`config.mk`:
```
export PLATFORM = sky130hd
export DESIGN_NAME = instr_mem_sync
export DESIGN_NICKNAME = d
export VERILOG_FILES = /design/src/rtl/instr_mem_sync_pkg.sv /design/src/rtl/instr_mem_sync_array.sv /design/src/rtl/instr_mem_sync.sv
export SDC_FILE = /design/constraint.sdc
export NUM_CORES = 2
export LEC_CHECK = 0
export ABC_AREA = 0
export CAP_MARGIN = 5
export CORE_UTILIZATION = 45
export DETAILED_ROUTE_END_ITERATION = 10
export SETUP_SLACK_MARGIN = 0.15
export SLEW_MARGIN = 10
export SYNTH_ARGS = -nofsm -noshare
export SYNTH_HDL_FRONTEND = slang
export SYNTH_SLANG_ARGS = --single-unit
```
`constraint.sdc`:
```
create_clock -name clk -period 4.2 [get_ports clk]
set_clock_uncertainty 0.15 [all_clocks]
set_input_delay 1.26 -clock clk [delete_from_list [all_inputs] [get_ports clk]]
set_output_delay 1.26 -clock clk [all_outputs]
set_load 0.01 [all_outputs]
```
`src/rtl/instr_mem_sync_pkg.sv`:
```
// Shared types and helpers for the fetch-stage instruction memory.
package instr_mem_sync_pkg;

    typedef enum logic {
        LOAD = 1'b0,
        RUN  = 1'b1
    } imem_state_t;

    localparam logic [31:0] NOP_DEFAULT = 32'h0000_0000;

    // Index width for a DEPTH-entry array; never narrower than one bit.
    function automatic int unsigned idx_width(input int unsigned depth);
        return (depth <= 1) ? 1 : $clog2(depth);
    endfunction

endpackage

```
`src/rtl/instr_mem_sync_array.sv`:
```
// Single-write, single-read synchronous RAM with a registered read port.
module imem_array #(
    parameter int unsigned DW    = 32,
    parameter int unsigned DEPTH = 64,
    parameter int unsigned IW    = 6
) (
    input  logic          clk,
    input  logic          we,
    input  logic [IW-1:0] waddr,
    input  logic [DW-1:0] wdata,
    input  logic          re,
    input  logic [IW-1:0] raddr,
    output logic [DW-1:0] rdata
);

    logic [DW-1:0] mem [DEPTH];

    // Contents are deliberately not reset so a program survives a core reset.
    always_ff @(posedge clk) begin
        if (we) mem[waddr] <= wdata;
    end

    always_ff @(posedge clk) begin
        if (re) rdata <= mem[raddr];
    end

endmodule

```
`src/rtl/instr_mem_sync.sv`:
```
// Instruction memory: loader fills words in LOAD, PC-addressed fetches in RUN.
module instr_mem_sync
    import instr_mem_sync_pkg::*;
#(
    parameter int unsigned   DW       = 32,
    parameter int unsigned   DEPTH    = 64,
    parameter int unsigned   PC_W     = 8,
    parameter logic [DW-1:0] NOP_WORD = DW'(NOP_DEFAULT)
) (
    input  logic            clk,
    input  logic            rst,
    input  logic            prog_we,
    input  logic [PC_W-1:0] prog_addr,
    input  logic [DW-1:0]   prog_data,
    input  logic            prog_done,
    input  logic            fetch_req,
    input  logic [PC_W-1:0] fetch_addr,
    input  logic            stall,
    output logic [DW-1:0]   instr_out,
    output logic            instr_valid,
    output logic            addr_fault,
    output logic            running
);

    localparam int unsigned IW = idx_width(DEPTH);

    imem_state_t   state_q, state_d;
    logic          wr_ok, rd_ok, accept;
    logic          show_nop;
    logic [DW-1:0] rdata;

    // Range checks use the full PC_W value before any truncation to IW bits.
    always_comb begin
        state_d = state_q;
        accept  = 1'b0;
        wr_ok   = 1'b0;
        rd_ok   = 1'b0;
        case (state_q)
            LOAD: begin
                wr_ok = prog_we && (32'(prog_addr) < DEPTH);
                if (prog_done) state_d = RUN;
            end
            RUN: begin
                accept = fetch_req && !stall;
                rd_ok  = accept && (32'(fetch_addr) < DEPTH);
            end
            default: state_d = LOAD;
        endcase
    end

    always_ff @(posedge clk) begin
        if (rst) begin
            state_q     <= LOAD;
            instr_valid <= 1'b0;
            addr_fault  <= 1'b0;
            show_nop    <= 1'b1;
        end else begin
            state_q <= state_d;
            if (state_q == RUN && !stall) begin
                instr_valid <= fetch_req;
                addr_fault  <= accept && !rd_ok;
                if (accept) show_nop <= !rd_ok;
            end
        end
    end

    imem_array #(.DW(DW), .DEPTH(DEPTH), .IW(IW)) u_array (
        .clk   (clk),
        .we    (wr_ok),
        .waddr (prog_addr[IW-1:0]),
        .wdata (prog_data),
        .re    (rd_ok),
        .raddr (fetch_addr[IW-1:0]),
        .rdata (rdata)
    );

    // RAM output only advances on in-range accepts, so it already holds otherwise.
    assign instr_out = show_nop ? NOP_WORD : rdata;
    assign running   = (state_q == RUN);

endmodule

```
======== Word-level counts from Yosys, hierarchy flattened ========
Memory sizes are Yosys's and may differ from the RTL's. A register that Yosys moved wholly into a read port is not among the register bits.
Cells that the tools add are included.
Widths: inputs -> output; s select.
word-level totals
  flip-flop bits (word level) ............. 4
  memory bits (writable) .................. 2048
  input port bits ......................... 54
  output and inout bits ................... 35
  logic and storage cells ................. 23
  memories kept ........................... 1
memories
  memory       depth  bits a word  rd ports  clocked after Yosys merged registers in  wr ports  RTL line                    RTL
  u_array.mem  64     32           1         1                                        1         instr_mem_sync_array.sv:16  logic [DW-1:0] mem [DEPTH];
cells by class
  magnitude comparators ................... 2
  multiplexer cells ....................... 8
  reduce and logical (&&, ||, !) cells .... 8
operator list
  cell                number
  $mux 32             1
  $lt 8x7->1 const B  2
  $mux 1              7
  $logic_and 1x1->1   5
  $logic_not 1->1     2
  $reduce_and 2->1    1

======== Logic depth before layout (Yosys ltp) ========
  depth in word-level cells ............... 6
  depth in mapped cells ................... 9
  gate-level depth less buffers ........... 5

======== Modules after synthesis ========
A second synthesis with hierarchy kept.
second synthesis, totals
  cell total of the unflattened synthesis .. 3377
  area total of the unflattened synthesis .. 79227.2 sq um
by module, submodules not included
  module          instances  cells each  area each (sq um)  sequential area each (sq um)
  imem_array      1          3324        78835.6            62459.9
  instr_mem_sync  1          53          391.6              80.1

======== Least setup slack after synthesis ========
OpenSTA, ideal clock, no wires.
  kind .................................... input -> register
  start point ............................. input port stall
  end point ............................... register u_array.rdata[0] (read register of u_array.mem), enable pin
  setup time .............................. 0.464 ns
  data arrival time ....................... 3.760 ns
  required time ........................... 3.586 ns
  setup slack ............................. -0.174 ns
  stages .................................. 3
  buffers on the path ..................... 0
  cells stage by stage .................... nor2b_1 nand2_1 nor3_1
on the way
  longest elaborated chain between the ends .. 4
RTL lines
  item                RTL line                    RTL
  start: declaration  instr_mem_sync.sv:18        input logic stall,
  $logic_not 1->1     instr_mem_sync.sv:44        accept = fetch_req && !stall;
  $logic_and 1x1->1   instr_mem_sync.sv:44
  $logic_and 1x1->1   instr_mem_sync.sv:45        rd_ok = accept && (32'(fetch_addr) < DEPTH);
  $mux 1              instr_mem_sync.sv:38        case (state_q)
  via rd_ok           instr_mem_sync.sv:28        logic wr_ok, rd_ok, accept;
  end: declaration    instr_mem_sync_array.sv:13  output logic [DW-1:0] rdata
The timed path passes the listed nets, and every way through them passes these cells.
A chain may end at the register's enable or synchronous reset.

======== Worst setup path after layout ========
  start point ............................. register show_nop
  end point ............................... output port instr_out[15]
on the way
  longest elaborated chain between the ends .. 1
RTL lines
  item                      RTL line              RTL
  start: declaration        instr_mem_sync.sv:29  logic show_nop;
  start signal: assignment  instr_mem_sync.sv:62  if (accept) show_nop <= !rd_ok;
  $mux 32                   instr_mem_sync.sv:78  assign instr_out = show_nop ? NOP_WORD : rdata;
  end: declaration          instr_mem_sync.sv:19  output logic [DW-1:0] instr_out,
Every way passes these cells.

==> impl_metrics.yaml <==
layout:
  drive_gt1_share_pct: 32.62
  syn_to_final_growth_pct: 18.82
  nets: 3950
  post-route-cell-area_mm2: 0.09363
  layout_common_cells: "edfxtp_1, mux4_2, buf_4, clkbuf_16, buf_12"
  fin_cells: 6394
  layout_commonest_cell: "edfxtp_1"
setup_path:
  critPathArrivalTime_ns: 2.27
  crit_path_end_kind: "output port"
  path_max_fanout: 33
  cp_data_required_time_ns: 2.79
  worstSetupStartpointType: "register"
  critPathKind: "reg -> out"
synth:
  ys_seq_elements: 2084
  avgSynthCellArea_um2: 23.19
  syn_nets: 3452
  netlist_instances: 3398
  synth-edff-count: 2080
  netlist_area_mm2: 0.07880
  ys_warn_count: 0
  ys_types: 37
  seq_area_frac_synth_pct: 79.37
  synth_area_leaders: "edfxtp_1, mux4_2, o22ai_1"
  ys_async_sr_fraction_pct: 0
  ys.flop_type: "edfxtp_1"
  synth_top_area_share_pct: 79.27
  yosysTopAreaCell: "edfxtp_1"
timing:
  finalHoldViolCount: 0
  period_share_pct: 87.57
  slew_viol_final: 0
  layout_min_cycle_time_ns: 3.678
  rsz0062_at_grt: "no"
  tightest_slew_ns: 1.240
  setup_viol: 0
  max_freq_mhz: 271.9
  max-slew-margin-rel_pct: 16.60
global_route:
  grt_antenna_before_repair: 9
  grt_max_degree: 65
  grt_overflow: 0
  grt_usage_pct: 24.22
  grt_first_pass_wirelength_um: 296700
  grt_pass1_vias: 38530
clocking:
  cts_buffers: 205
  clock_path_buffers: 3
  cts.sinks: 2084
  cts_tree: "done"
  clk_pin_slew_ns: 0.06
  clk_latency_ns: 0.84
  h-tree-depth: 4
  root_buffer: "clkbuf_16"
  postCtsSetupBuffers: 0
place:
  placed_cell_area_mm2: 0.08693
  place_inst: 6014
  port_buffers: 88
  dp_hpwl_um: 127700
  place_congestion: 0.8505
routing:
  ant_nets: 0
  drc: 0
  first_pass_iters: 5
  routed_wl_um: 211300
  via_per_inst: 6.020
  wl_per_cell_um: 33.04
  via_count: 38490
  drtIter0Drc: 4371
floorplanning:
  dieWidth_um: 420.5
  rows: 153
  io_pins: 89
  core-area_mm2: 0.1738
  start_util_pct: 45.33
  die_h_um: 420.5
  die_area_mm2: 0.1768
power:
  ir_worst_vdd_mv: 0.4441
  total_leakage_power_nw: 29.28
  power_density_mw_per_mm2: 463.6
status:
  outcome: "completed"
min_path:
  hp-class: "reg -> reg"
flow_run:
  cap_violations: 0
[sequential cells by signal, summed over array words and instances (netlist names)]
name	cells
running	1
instr_valid	1
u_array.rdata	32
show_nop	1
u_array.mem	2048
addr_fault	1
[per-stage QoR]
| step | power (mW) | utilization, % | worst slack [ns] | hold slack (ns) | setup TNS (ns) |
|---|---|---|---|---|---|
| after global routing | 44.56 | 53.86 | 0.4135 | 0.3438 | 0 |
| after detailed placement | 25.61 | 50.01 | -0.2057 | 0.3071 | -0.3219 |
| after CTS | 43.70 | 53.86 | 0.4732 | 0.3158 | 0 |
| after floorplan | 24.36 | - | 0.06435 | 0.3200 | 0 |
| final | 43.41 | 53.86 | 0.5220 | 0.3213 | 0 |
| after global placement | 25.58 | 50.00 | -0.3915 | 0.2946 | -1.074 |
[per-layer routing]
metal  vias up  global-route usage [%]  wire, µm
li1      15670                       -         -
met1     20920                   34.92     88020
met2      1655                   37.80    100800
met3       248                   4.553     16510
met4         0                   7.149      5974
met5         -                       0         0
[final timing paths]
kind | startpoint | to | slack (ns) | cells after the start
max reg2reg | u_array.mem[19][8]$_DFFE_PP_ | u_array.rdata[8]$_DFFE_PP_ | 1.65 | 7
min reg2reg | instr_valid$_SDFFE_PP0P_ | instr_valid$_SDFFE_PP0P_ | 0.32 | 2
max | show_nop$_SDFFE_PP1P_ | instr_out[15] | 0.52 | 2
min | instr_valid$_SDFFE_PP0P_ | instr_valid$_SDFFE_PP0P_ | 0.32 | 2
[cell type report]
cell class,instances,area [µm²]
diodes,4,10.01
clock buffers,246,5348
clock inverters,130,1338
fillers,13220,80190
multi-input cells,1124,15910
flip-flops and latches,2084,62540
well taps,2325,2909
repair buffers,481,5575
[report_power, final]
part	leakage, nW	internal (mW)	switching (mW)	total, mW
clock network	3.28	10.4	7.90	18.3
logic	7.28	0.884	1.35	2.24
registers	18.7	22.9	0.0109	22.9
total	29.3	34.1	9.27	43.4
[what timing repair did]
item,4_1_cts,5_1_grt
hold buffers,0,0
setup endpoints to repair,4,0
resized for setup,1,0
[kinds of logic after synthesis]
group / after synthesis / synth area share [%]
buffers and inverters: 190 / 1.088
DFF: 2084 / 79.37
AOI/OAI and AO/OA: 288 / 2.526
muxes: 565 / 15.26
and+or+nand+nor: 271 / 1.758
[cells in the mapped netlist, types with 3 or more instances]
cell      count
nand3_1      19
a21oi_1      18
nor2_1       97
nor3_1        8
a22oi_1      25
and3_1        5
a221oi_1      5
clkbuf_1     87
buf_4        13
nor4_1       27
and2_1        3
o22a_1       24
o21ai_0      13
o22ai_1     127
buf_2        64
mux4_2      508
mux2i_1      46
nand2_1      19
dfxtp_1       4
nand3b_1      5
mux2_2       11
o221ai_1     26
nor2b_1      66
a211oi_1     44
edfxtp_1   2080
nand2b_1     13
buf_1        24
[critical path, stage by stage, from the launching register on]
cell and delay [ns]:
dfxtp_2 0.71, nor2b_1 0.13, clkdlybuf4s50_1 0.58
No activity file was read; power rests on OpenSTA's default activity.
